**config.mk**
```make
export PLATFORM = sky130hd
export DESIGN_NAME = endeavour_soc
export DESIGN_NICKNAME = d
export VERILOG_FILES = /design/src/rtl/endeavour_soc.sv
export SDC_FILE = /design/constraint.sdc
export NUM_CORES = 1
export LEC_CHECK = 0
export ABC_AREA = 1
export CORE_MARGIN = 1.5
export CORE_UTILIZATION = 45
export CTS_CLUSTER_DIAMETER = 60
export DETAILED_ROUTE_END_ITERATION = 8
export DONT_BUFFER_PORTS = 1
export SYNTH_ARGS = -nofsm -noshare
export SYNTH_HDL_FRONTEND = slang
export SYNTH_SLANG_ARGS = --single-unit
```
**constraint.sdc**
```tcl
create_clock -name io_clk_in -period 3.1 [get_ports io_clk_in]
set_input_delay 0.775 -clock io_clk_in [delete_from_list [all_inputs] [get_ports io_clk_in]]
set_output_delay 0.775 -clock io_clk_in [all_outputs]
set_load 0.01 [all_outputs]
```
**src/rtl/endeavour_soc.sv**
```systemverilog
// Endeavour SoC board-control block: delayed internal reset plus a UART echo path
// (8E1 receiver -> 4-entry FIFO -> 8E1 transmitter) with sticky error LEDs.
module endeavour_soc #(
  parameter int CLK_FREQ    = 100_000_000,
  parameter int BAUD_RATE   = 24_000_000,
  parameter int RESET_DELAY = 3
) (
  input  logic       io_clk_in,
  input  logic       io_nreset,
  input  logic [1:0] io_keys,
  output logic [2:0] io_leds,
  input  logic       io_uart_rx,
  output logic       io_uart_tx
);

  localparam int ACC_W = $clog2(CLK_FREQ + BAUD_RATE) + 1;
  localparam longint LOAD_RAW = longint'(CLK_FREQ / 2) + 2 * longint'(BAUD_RATE);
  localparam longint LOAD_MIN = (LOAD_RAW < longint'(CLK_FREQ - 1)) ? LOAD_RAW : longint'(CLK_FREQ - 1);
  localparam logic [ACC_W-1:0] CLK_V  = ACC_W'(CLK_FREQ);
  localparam logic [ACC_W-1:0] BAUD_V = ACC_W'(BAUD_RATE);
  localparam logic [ACC_W-1:0] LOAD_V = ACC_W'(LOAD_MIN);

  typedef enum logic [2:0] {R_IDLE, R_START, R_DATA, R_PARITY, R_STOP, R_WAIT} rx_state_e;
  typedef enum logic [1:0] {T_IDLE, T_ARM, T_SEND} tx_state_e;

  logic [RESET_DELAY-1:0] r_rst_pipe;
  logic                   w_rst_n;
  logic [1:0]             r_rx_sync, r_key_sync;
  logic                   r_rx_prev, w_rx_bit, w_rx_start, w_rx_tick, w_rx_done, w_par_ok;
  rx_state_e              r_rx_state, w_rx_next;
  logic [ACC_W-1:0]       r_rx_acc, w_rx_sum, r_tx_acc, w_tx_sum;
  logic [2:0]             r_rx_cnt;
  logic [7:0]             r_rx_data;
  logic                   r_rx_par;
  logic [7:0]             r_fifo_mem [4];
  logic [1:0]             r_wr_ptr, r_rd_ptr;
  logic [2:0]             r_fifo_cnt;
  logic                   w_full, w_empty, w_push, w_push_ok, w_pop;
  logic [7:0]             w_fifo_head;
  tx_state_e              r_tx_state, w_tx_next;
  logic                   w_tx_tick, w_tx_last, r_tx_out;
  logic [9:0]             r_tx_shift;
  logic [3:0]             r_tx_cnt;
  logic [2:0]             r_leds, w_set;
  logic                   w_unused_key;

  assign w_unused_key = io_keys[1];

  // Internal reset asserts with io_nreset and releases after RESET_DELAY edges.
  // NOTE: sequential state uses <= so every flop samples pre-edge values.
  always_ff @(posedge io_clk_in or negedge io_nreset) begin
    if (!io_nreset) r_rst_pipe <= '0;
    else            r_rst_pipe <= (r_rst_pipe << 1) | RESET_DELAY'(1);
  end
  assign w_rst_n = r_rst_pipe[RESET_DELAY-1];

  always_ff @(posedge io_clk_in or negedge w_rst_n) begin
    if (!w_rst_n) begin
      r_rx_sync  <= 2'b11;
      r_rx_prev  <= 1'b1;
      r_key_sync <= 2'b00;
    end else begin
      r_rx_sync  <= {r_rx_sync[0], io_uart_rx};
      r_rx_prev  <= r_rx_sync[1];
      r_key_sync <= {r_key_sync[0], io_keys[0]};
    end
  end

  assign w_rx_bit   = r_rx_sync[1];
  assign w_rx_start = (r_rx_state == R_IDLE) && r_rx_prev && !w_rx_bit;
  assign w_rx_sum   = r_rx_acc + BAUD_V;
  assign w_rx_tick  = (r_rx_state != R_IDLE) && (w_rx_sum >= CLK_V);
  assign w_rx_done  = (r_rx_state == R_STOP) && w_rx_tick;
  assign w_par_ok   = ((^r_rx_data) == r_rx_par);

  // NOTE: next-state gets a default first so no path leaves it unassigned (no latch).
  always_comb begin
    w_rx_next = r_rx_state;
    case (r_rx_state)
      R_IDLE:   if (w_rx_start) w_rx_next = R_START;
      R_START:  if (w_rx_tick) w_rx_next = w_rx_bit ? R_IDLE : R_DATA;
      R_DATA:   if (w_rx_tick && r_rx_cnt == 3'd7) w_rx_next = R_PARITY;
      R_PARITY: if (w_rx_tick) w_rx_next = R_STOP;
      R_STOP:   if (w_rx_tick) w_rx_next = w_rx_bit ? R_IDLE : R_WAIT;
      R_WAIT:   if (w_rx_bit) w_rx_next = R_IDLE;
      default:  w_rx_next = R_IDLE;
    endcase
  end

  always_ff @(posedge io_clk_in or negedge w_rst_n) begin
    if (!w_rst_n) begin
      r_rx_state <= R_IDLE;
      r_rx_acc   <= '0;
      r_rx_cnt   <= '0;
      r_rx_data  <= '0;
      r_rx_par   <= 1'b0;
    end else begin
      r_rx_state <= w_rx_next;
      if (r_rx_state == R_IDLE) begin
        r_rx_acc <= w_rx_start ? LOAD_V : '0;
        r_rx_cnt <= '0;
      end else begin
        r_rx_acc <= w_rx_tick ? (w_rx_sum - CLK_V) : w_rx_sum;
      end
      if (w_rx_tick && r_rx_state == R_DATA) begin
        r_rx_data <= {w_rx_bit, r_rx_data[7:1]};
        r_rx_cnt  <= r_rx_cnt + 3'd1;
      end
      if (w_rx_tick && r_rx_state == R_PARITY) r_rx_par <= w_rx_bit;
    end
  end

  assign w_push      = w_rx_done && w_rx_bit && w_par_ok;
  assign w_full      = (r_fifo_cnt == 3'd4);
  assign w_empty     = (r_fifo_cnt == 3'd0);
  assign w_push_ok   = w_push && (!w_full || w_pop);
  assign w_fifo_head = r_fifo_mem[r_rd_ptr];

  always_ff @(posedge io_clk_in or negedge w_rst_n) begin
    if (!w_rst_n) begin
      r_wr_ptr   <= '0;
      r_rd_ptr   <= '0;
      r_fifo_cnt <= '0;
    end else begin
      if (w_push_ok) r_wr_ptr <= r_wr_ptr + 2'd1;
      if (w_pop)     r_rd_ptr <= r_rd_ptr + 2'd1;
      case ({w_push_ok, w_pop})
        2'b10:   r_fifo_cnt <= r_fifo_cnt + 3'd1;
        2'b01:   r_fifo_cnt <= r_fifo_cnt - 3'd1;
        default: r_fifo_cnt <= r_fifo_cnt;
      endcase
    end
  end

  // NOTE: storage needs no reset; the pointers and count alone define emptiness.
  always_ff @(posedge io_clk_in) begin
    if (w_push_ok) r_fifo_mem[r_wr_ptr] <= r_rx_data;
  end

  assign w_tx_sum  = r_tx_acc + BAUD_V;
  assign w_tx_tick = (w_tx_sum >= CLK_V);
  assign w_tx_last = (r_tx_state == T_SEND) && w_tx_tick && (r_tx_cnt == 4'd10);
  assign w_pop     = !w_empty && ((r_tx_state == T_IDLE) || w_tx_last);

  always_comb begin
    w_tx_next = r_tx_state;
    case (r_tx_state)
      T_IDLE:  if (!w_empty) w_tx_next = T_ARM;
      T_ARM:   if (w_tx_tick) w_tx_next = T_SEND;
      T_SEND:  if (w_tx_last && w_empty) w_tx_next = T_IDLE;
      default: w_tx_next = T_IDLE;
    endcase
  end

  // A frame popped at the end of a stop bit starts immediately, so streams stay gapless.
  always_ff @(posedge io_clk_in or negedge w_rst_n) begin
    if (!w_rst_n) begin
      r_tx_state <= T_IDLE;
      r_tx_acc   <= '0;
      r_tx_out   <= 1'b1;
      r_tx_shift <= '1;
      r_tx_cnt   <= '0;
    end else begin
      r_tx_state <= w_tx_next;
      r_tx_acc   <= w_tx_tick ? (w_tx_sum - CLK_V) : w_tx_sum;
      if (r_tx_state == T_ARM && w_tx_tick) begin
        r_tx_out <= 1'b0;
        r_tx_cnt <= '0;
      end else if (r_tx_state == T_SEND && w_tx_tick) begin
        if (r_tx_cnt == 4'd10) begin
          r_tx_out <= !w_pop;
          r_tx_cnt <= '0;
        end else begin
          r_tx_out   <= r_tx_shift[0];
          r_tx_shift <= {1'b1, r_tx_shift[9:1]};
          r_tx_cnt   <= r_tx_cnt + 4'd1;
        end
      end
      if (w_pop) r_tx_shift <= {1'b1, ^w_fifo_head, w_fifo_head};
    end
  end

  assign w_set = {w_push && w_full && !w_pop, w_rx_done && !w_rx_bit, w_rx_done && w_rx_bit && !w_par_ok};

  always_ff @(posedge io_clk_in or negedge w_rst_n) begin
    if (!w_rst_n) r_leds <= 3'b000;
    else          r_leds <= w_set | (r_key_sync[1] ? 3'b000 : r_leds);
  end

  assign io_leds    = r_leds;
  assign io_uart_tx = r_tx_out;

endmodule

```
# Word level (Yosys, flattened, before mapping)
# Memories as Yosys holds them, arrays and structs flattened.
# Index checks and enable logic that the tools add are counted.
dict set report op_classes {
  addsub 10
  magnitude_cmp 2
  n_eq_ne 24
  n_mux 33
  n_bitwise 1
  n_reduce_logical 39
}
# op count
set ops {}
lappend ops {{$mux W28} 3}
lappend ops {{$add A28 B25 Y28 const B} 2}
lappend ops {{$ge A28 B27 Y1 const B} 2}
lappend ops {{$sub A28 B27 Y28 const B} 2}
lappend ops {{$mux W10} 4}
lappend ops {{$mux W3} 10}
lappend ops {{$mux W27} 1}
lappend ops {{$ne A2 B2 Y1 const B} 10}
lappend ops {{$logic_and A1 B1 Y1} 19}
lappend ops {{$pmux W3 S6} 1}
lappend ops {{$reduce_xor A8 Y1} 2}
lappend ops {{$eq A3 B3 Y1 const B} 4}
lappend ops {{$mux W4} 3}
lappend ops {{$mux W2} 4}
lappend ops {{$reduce_bool A2 Y1} 4}
lappend ops {{$add A3 B1 Y3 const B} 2}
lappend ops {{$eq A3 B2 Y1 const B} 2}
lappend ops {{$logic_not A3 Y1} 2}
lappend ops {{$pmux W2 S3} 1}
lappend ops {{$pmux W3 S2} 1}
lappend ops {{$reduce_and A3 Y1} 2}
lappend ops {{$reduce_and A6 Y1} 1}
lappend ops {{$logic_not A1 Y1} 5}
lappend ops {{$mux W1} 5}
lappend ops {{other kinds (13)} 17}
dict set report totals {
  ff_bits 106
  mem_bits_rw 32
  word_cells 128
  n_memories 1
}
# memory depth width rd rd_ports_with_merged_regs write_ports line
set memory_table {}
lappend memory_table {r_fifo_mem 4 8 1 0 1 35} ;# logic [7:0] r_fifo_mem [4];

# Longest topological paths before layout
dict set report depth {
  word_depth 10
  depth_mapped 26
}

# Least setup slack after synthesis
# Ideal clock, no wire load.
dict set report synth_path {
  path_kind {reg-to-reg}
  startpoint {register r_tx_acc[9]}
  endpoint {memory r_fifo_mem[0][0], enable pin}
  setup_ns 0.371
  arrival_time_ns 2.610
  t_required_ns 2.729
  slack_ns 0.120
  path_stages_with_launch 22
  path_buffers 0
  path_cell_list {dfrtp_1 inv_1 ha_1 inv_1 nand2_2 nand2_2 nand3_2 inv_2 nand2_1 nand2_1 nand2_1 nor2_1 nand2_1 nand2_2 nand3_1 nand3_2 nand3_1 nand2_2 nand2_4 nand2_2 nand2_4 nor2_1}
}
dict set report synth_via {
  elab_chain_cells 10
}
# item line
set synth_lines {}
lappend synth_lines {{start: declaration} 31} ;# logic [ACC_W-1:0] r_rx_acc, w_rx_sum, r_tx_acc, w_tx_sum;
lappend synth_lines {{start signal: assignment} 165} ;# r_tx_acc <= w_tx_tick ? (w_tx_sum - CLK_V) : w_tx_sum;
lappend synth_lines {{$add A28 B25 Y28} 140} ;# assign w_tx_sum = r_tx_acc + BAUD_V;
lappend synth_lines {{$ge A28 B27 Y1} 141} ;# assign w_tx_tick = (w_tx_sum >= CLK_V);
lappend synth_lines {{$logic_and A1 B1 Y1 (2 in series)} 142} ;# assign w_tx_last = (r_tx_state == T_SEND) && w_tx_tick && (r_tx_cnt == 4'd10);
lappend synth_lines {{$logic_or A1 B1 Y1} 143} ;# assign w_pop = !w_empty && ((r_tx_state == T_IDLE) || w_tx_last);
lappend synth_lines {{$logic_and A1 B1 Y1} 143}
lappend synth_lines {{$logic_or A1 B1 Y1} 116} ;# assign w_push_ok = w_push && (!w_full || w_pop);
lappend synth_lines {{$logic_and A1 B1 Y1} 116}
lappend synth_lines {{$mux W1} 137} ;# if (w_push_ok) r_fifo_mem[r_wr_ptr] <= r_rx_data;
lappend synth_lines {{$mux W1 (implied by the code)} 137}
lappend synth_lines {{end: declaration} 35}
# No other way between the ends.

# Worst setup path in the final report
dict set report layout_path {
  startpoint {register r_rx_acc[10]}
  endpoint {register r_fifo_cnt[2]}
}
dict set report layout_via {
  elab_chain_cells 9
}
# item line
set layout_lines {}
lappend layout_lines {{start: declaration} 31}
lappend layout_lines {{start signal: assignment} 100} ;# r_rx_acc <= w_rx_start ? LOAD_V : '0;
lappend layout_lines {{start signal: assignment} 103} ;# r_rx_acc <= w_rx_tick ? (w_rx_sum - CLK_V) : w_rx_sum;
lappend layout_lines {{$add A28 B25 Y28 (*)} 71} ;# assign w_rx_sum = r_rx_acc + BAUD_V;
lappend layout_lines {{$ge A28 B27 Y1 (*)} 72} ;# assign w_rx_tick = (r_rx_state != R_IDLE) && (w_rx_sum >= CLK_V);
lappend layout_lines {{$logic_and A1 B1 Y1 (*)} 72}
lappend layout_lines {{$logic_and A1 B1 Y1 (*)} 73} ;# assign w_rx_done = (r_rx_state == R_STOP) && w_rx_tick;
lappend layout_lines {{$logic_and A1 B1 Y1 (*) (2 in series)} 113} ;# assign w_push = w_rx_done && w_rx_bit && w_par_ok;
lappend layout_lines {{$logic_and A1 B1 Y1 (*)} 116}
lappend layout_lines {{$eq A2 B1 Y1 / $eq A2 B2 Y1 (equally long branches)} 127} ;# case ({w_push_ok, w_pop})
lappend layout_lines {{$pmux W3 S2 / $reduce_bool A2 Y1 (equally long branches)} --}
lappend layout_lines {{end signal: assignment} 128} ;# 2'b10: r_fifo_cnt <= r_fifo_cnt + 3'd1;
lappend layout_lines {{end signal: assignment} 129} ;# 2'b01: r_fifo_cnt <= r_fifo_cnt - 3'd1;
lappend layout_lines {{end signal: assignment} 130} ;# default: r_fifo_cnt <= r_fifo_cnt;
lappend layout_lines {{end: declaration} 37} ;# logic [2:0] r_fifo_cnt;
# Every way passes the cells marked *; elsewhere a longest branch is shown, timed or not.
# A chain may end at the register's enable or synchronous reset.

==> run summary <==
First DRT Iteration DRCs = 311
Net Count, Synth = 919
cells after synthesis = 897
library cells used by synthesis = 54
crit path launch type = flop
Detailed Route WL = 14.77 mm
worst rel slew slack = 60.36%
Pre-antenna DRT Iters = 4
worst vdd ir = 0.7686 mV
YS warnings = 0
FILL cells = 1,470
antenna violations before repair = 0
vias in the first global route = 5,441
#FFs+latches synth = 122
Starting Density = 46.01%
Max stage delay on crit path = 430 ps
period utilisation layout = 96.07%
die area = 0.01695 mm²
Die Span Y = 130.2 µm
area leader, netlist = dfrtp_1
Async S/R FF share, synth = 73.77%
minimum clock period = 2978 ps
largest net degree at the start of global routing = 80
Root Driver = clkbuf_16
P&R area growth vs syn = 16.92%
# IOs = 9
EDFF count, synth = 32
outcome = complete, no violations
Post-DP HPWL = 10.57 mm
Num CTS Buffers = 17
Slowest cell on crit path = fa_2
pwr dens = 1019 mW/mm²
Worst Skew = 12.52 ps
Data required, critical path = 3460 ps
GR Overflow Total = 0
Post-Route Setup TNS = 0 ps
Pwr Total = 8.678 mW
first-pass GRT wire length = 25.47 mm
Worst Path Arrival = 3330 ps
H-tree levels = 4
cells along the critical path = inv_2 > ha_4 > inv_2 > nand2_4 > nand2_4 > nand2_4 > inv_2 > nand3b_1 > nand2_1 > nand2_2 > nand2_2 > nand2_2 > xor2_2 > nand2_1 > inv_1 > nand2_2 > nand4_1 > nand3_2 > fa_2 > inv_2 > nand4_1 > nand3_1 > nand2_1 > inv_1
Core Area = 0.01583 mm²
Layout Nets = 959
diode count = 0
slew of the pin with the lowest slew margin = 592.9 ps
final setup violation count = 0
DR WL/cell = 12.66 µm
crit path max fanout = 5
Max Cap Viol = 0
Yosys top cell area share = 26.46%
worst setup path class = reg2reg
IO Port Bufs = 0
post-synthesis sequential area ratio = 44.35%
clock latency at the later pin of the worst-skew pair = 420 ps
clk sinks = 122
syn_area_per_cell = 8.118 µm²
fmax = 335.8 MHz
Min-Delay Path Class = in2async
Reg clk slew, reported paths = 60 ps
Final Slew Violations = 0
Clock Tree Buf Depth = 2
# DRC = 0
row count = 46
RSZ-0062 raised after global routing = true
Vias/cell = 4.851
cts hold-fix bufs = 0
die width = 130.2 µm
CTS tree = done
layout cells sized above 1 = 20.11%
Worst Setup End Kind = flop
largest cells by area after synthesis = dfrtp_1, edfxtp_1, nand2_1
WHS = 42.07 ps
Final GP Congestion = 0.8352
Routed Antenna Nets = 0
Leak = 3.969 nW
Cell Area, Synth = 0.007282 mm²
leading register cell type out of synthesis = dfrtp_1
Total GRT Usage = 19.09%
Final Hold Vio Count = 0
vias = 5,656
==> cells in the mapped netlist (3+ instances only) <==
cell,count
nand2_1,222
inv_1,116
dfrtp_1,77
nor2_1,77
nand3_1,57
o21ai_0,54
edfxtp_1,32
xor2_1,28
a21oi_1,27
nand2_2,23
nor3_1,18
ha_1,16
xnor2_1,15
dfstp_2,13
nor2_2,13
o22ai_1,12
inv_2,9
clkbuf_1,7
o221ai_2,7
nand3_2,6
nand4_1,6
nand3b_1,5
buf_2,4
xor2_2,4
buf_4,3
nand2_4,3
o21ai_1,3
==> critical path, delay by kind of cell (launching register included) <==
family	cells	cell delay, ps
xor gates and xnor gates	1	180
DFF	1	410
and+or+nand+nor	15	1360
buffers and inverters	6	370
adders and majority gates	2	600
==> through the flow <==
| step | utilization [%] | worst slack [ps] | instances | instance area (µm²) |
|---|---|---|---|---|
| 2_1_floorplan | - | 119.6 | 897 | 7282 |
| 3_3_place_gp | 48.28 | 76.19 | 1119 | 7642 |
| 3_5_place_dp | 48.28 | 60.36 | 1119 | 7642 |
| 4_1_cts | 52.11 | 36.18 | 1151 | 8248 |
| 5_1_grt | 53.79 | -84.33 | 1166 | 8514 |
| 6_report | 53.79 | 121.9 | 1166 | 8514 |
==> power breakdown <==
part / switching (mW) / internal [mW] / total [mW]
Clock: 0.810 / 1.22 / 2.03
Combinational: 2.49 / 1.61 / 4.10
Sequential: 0.389 / 2.16 / 2.55
Total: 3.69 / 4.99 / 8.68
==> metal layers <==
layer  track usage, %  vias up  part of all wire, %
met5                0        -                    0
met3            4.756       18                  2.7
li1                 -     2976                    -
met4            5.948        0                  1.3
met1            25.78     2610                   50
met2            30.25       52                   46
==> layout by cell type (no fill, tap or decap), drive strengths merged, types with 8 or more instances in the layout <==
cell type	instances
xor2	32
nor2	93
buf	37
ha	16
xnor2	15
o21ai	59
dfrtp	77
nand2	249
nand3	65
nor3	18
edfxtp	32
o221ai	8
a21oi	29
inv	134
clkbuf	17
o22ai	13
dfstp	13
==> flip-flops by register name, indices dropped and copies added, names as in the netlist <==
register and cells:
r_fifo_mem 32, r_rx_acc 21, r_tx_acc 20, r_tx_shift 9, r_rx_data 8, r_tx_cnt 4
io_leds 3, r_fifo_cnt 3, r_rst_pipe 3, r_rx_cnt 3, r_rx_state 3, r_key_sync 2
r_rd_ptr 2, r_rx_sync 2, r_tx_state 2, r_wr_ptr 2, io_uart_tx 1, r_rx_par 1
r_rx_prev 1
==> worst paths after layout <==
kind                               startpoint             to  slack [ps]  cells after the start
worst max-delay path             r_rx_acc[10]  r_fifo_cnt[2]         120                     24
worst max register to register   r_rx_acc[10]  r_fifo_cnt[2]         120                     24
worst min register to register  r_rst_pipe[2]    r_wr_ptr[0]         140                      0
worst min-delay path                io_nreset  r_rst_pipe[0]          40                      0
min in group io_clk_in             io_uart_rx   r_rx_sync[0]         340                      0
max in group asynchronous       r_rst_pipe[2]  r_tx_shift[0]        2250                      1
==> layout make-up <==
cell class	instances	area (µm²)	share of cell area (%)
flip-flops and latches	122	3233	37.97
multi-input cells	632	3635	42.69
clock inverters	15	180.2	2.116
repair buffers	37	294.0	3.453
clock buffers	17	425.4	4.996
inverters	127	476.7	5.599
well taps	216	270.3	3.174
==> logic make-up after synthesis <==
group,share of synthesized area (%)
buffers and inverters,7.801
AND/OR/NAND/NOR,27.87
other,0.05150
AO/OA/AOI/OAI,10.84
flip-flops,44.35
adder cells (fa/ha/maj),3.024
XOR/XNOR,6.065
==> timing repair <==
action,4_1_cts,5_1_grt
buffers inserted,0,15
gates resized for setup,0,40
setup endpoints to repair,0,58
(Power assumes the default switching activity.)
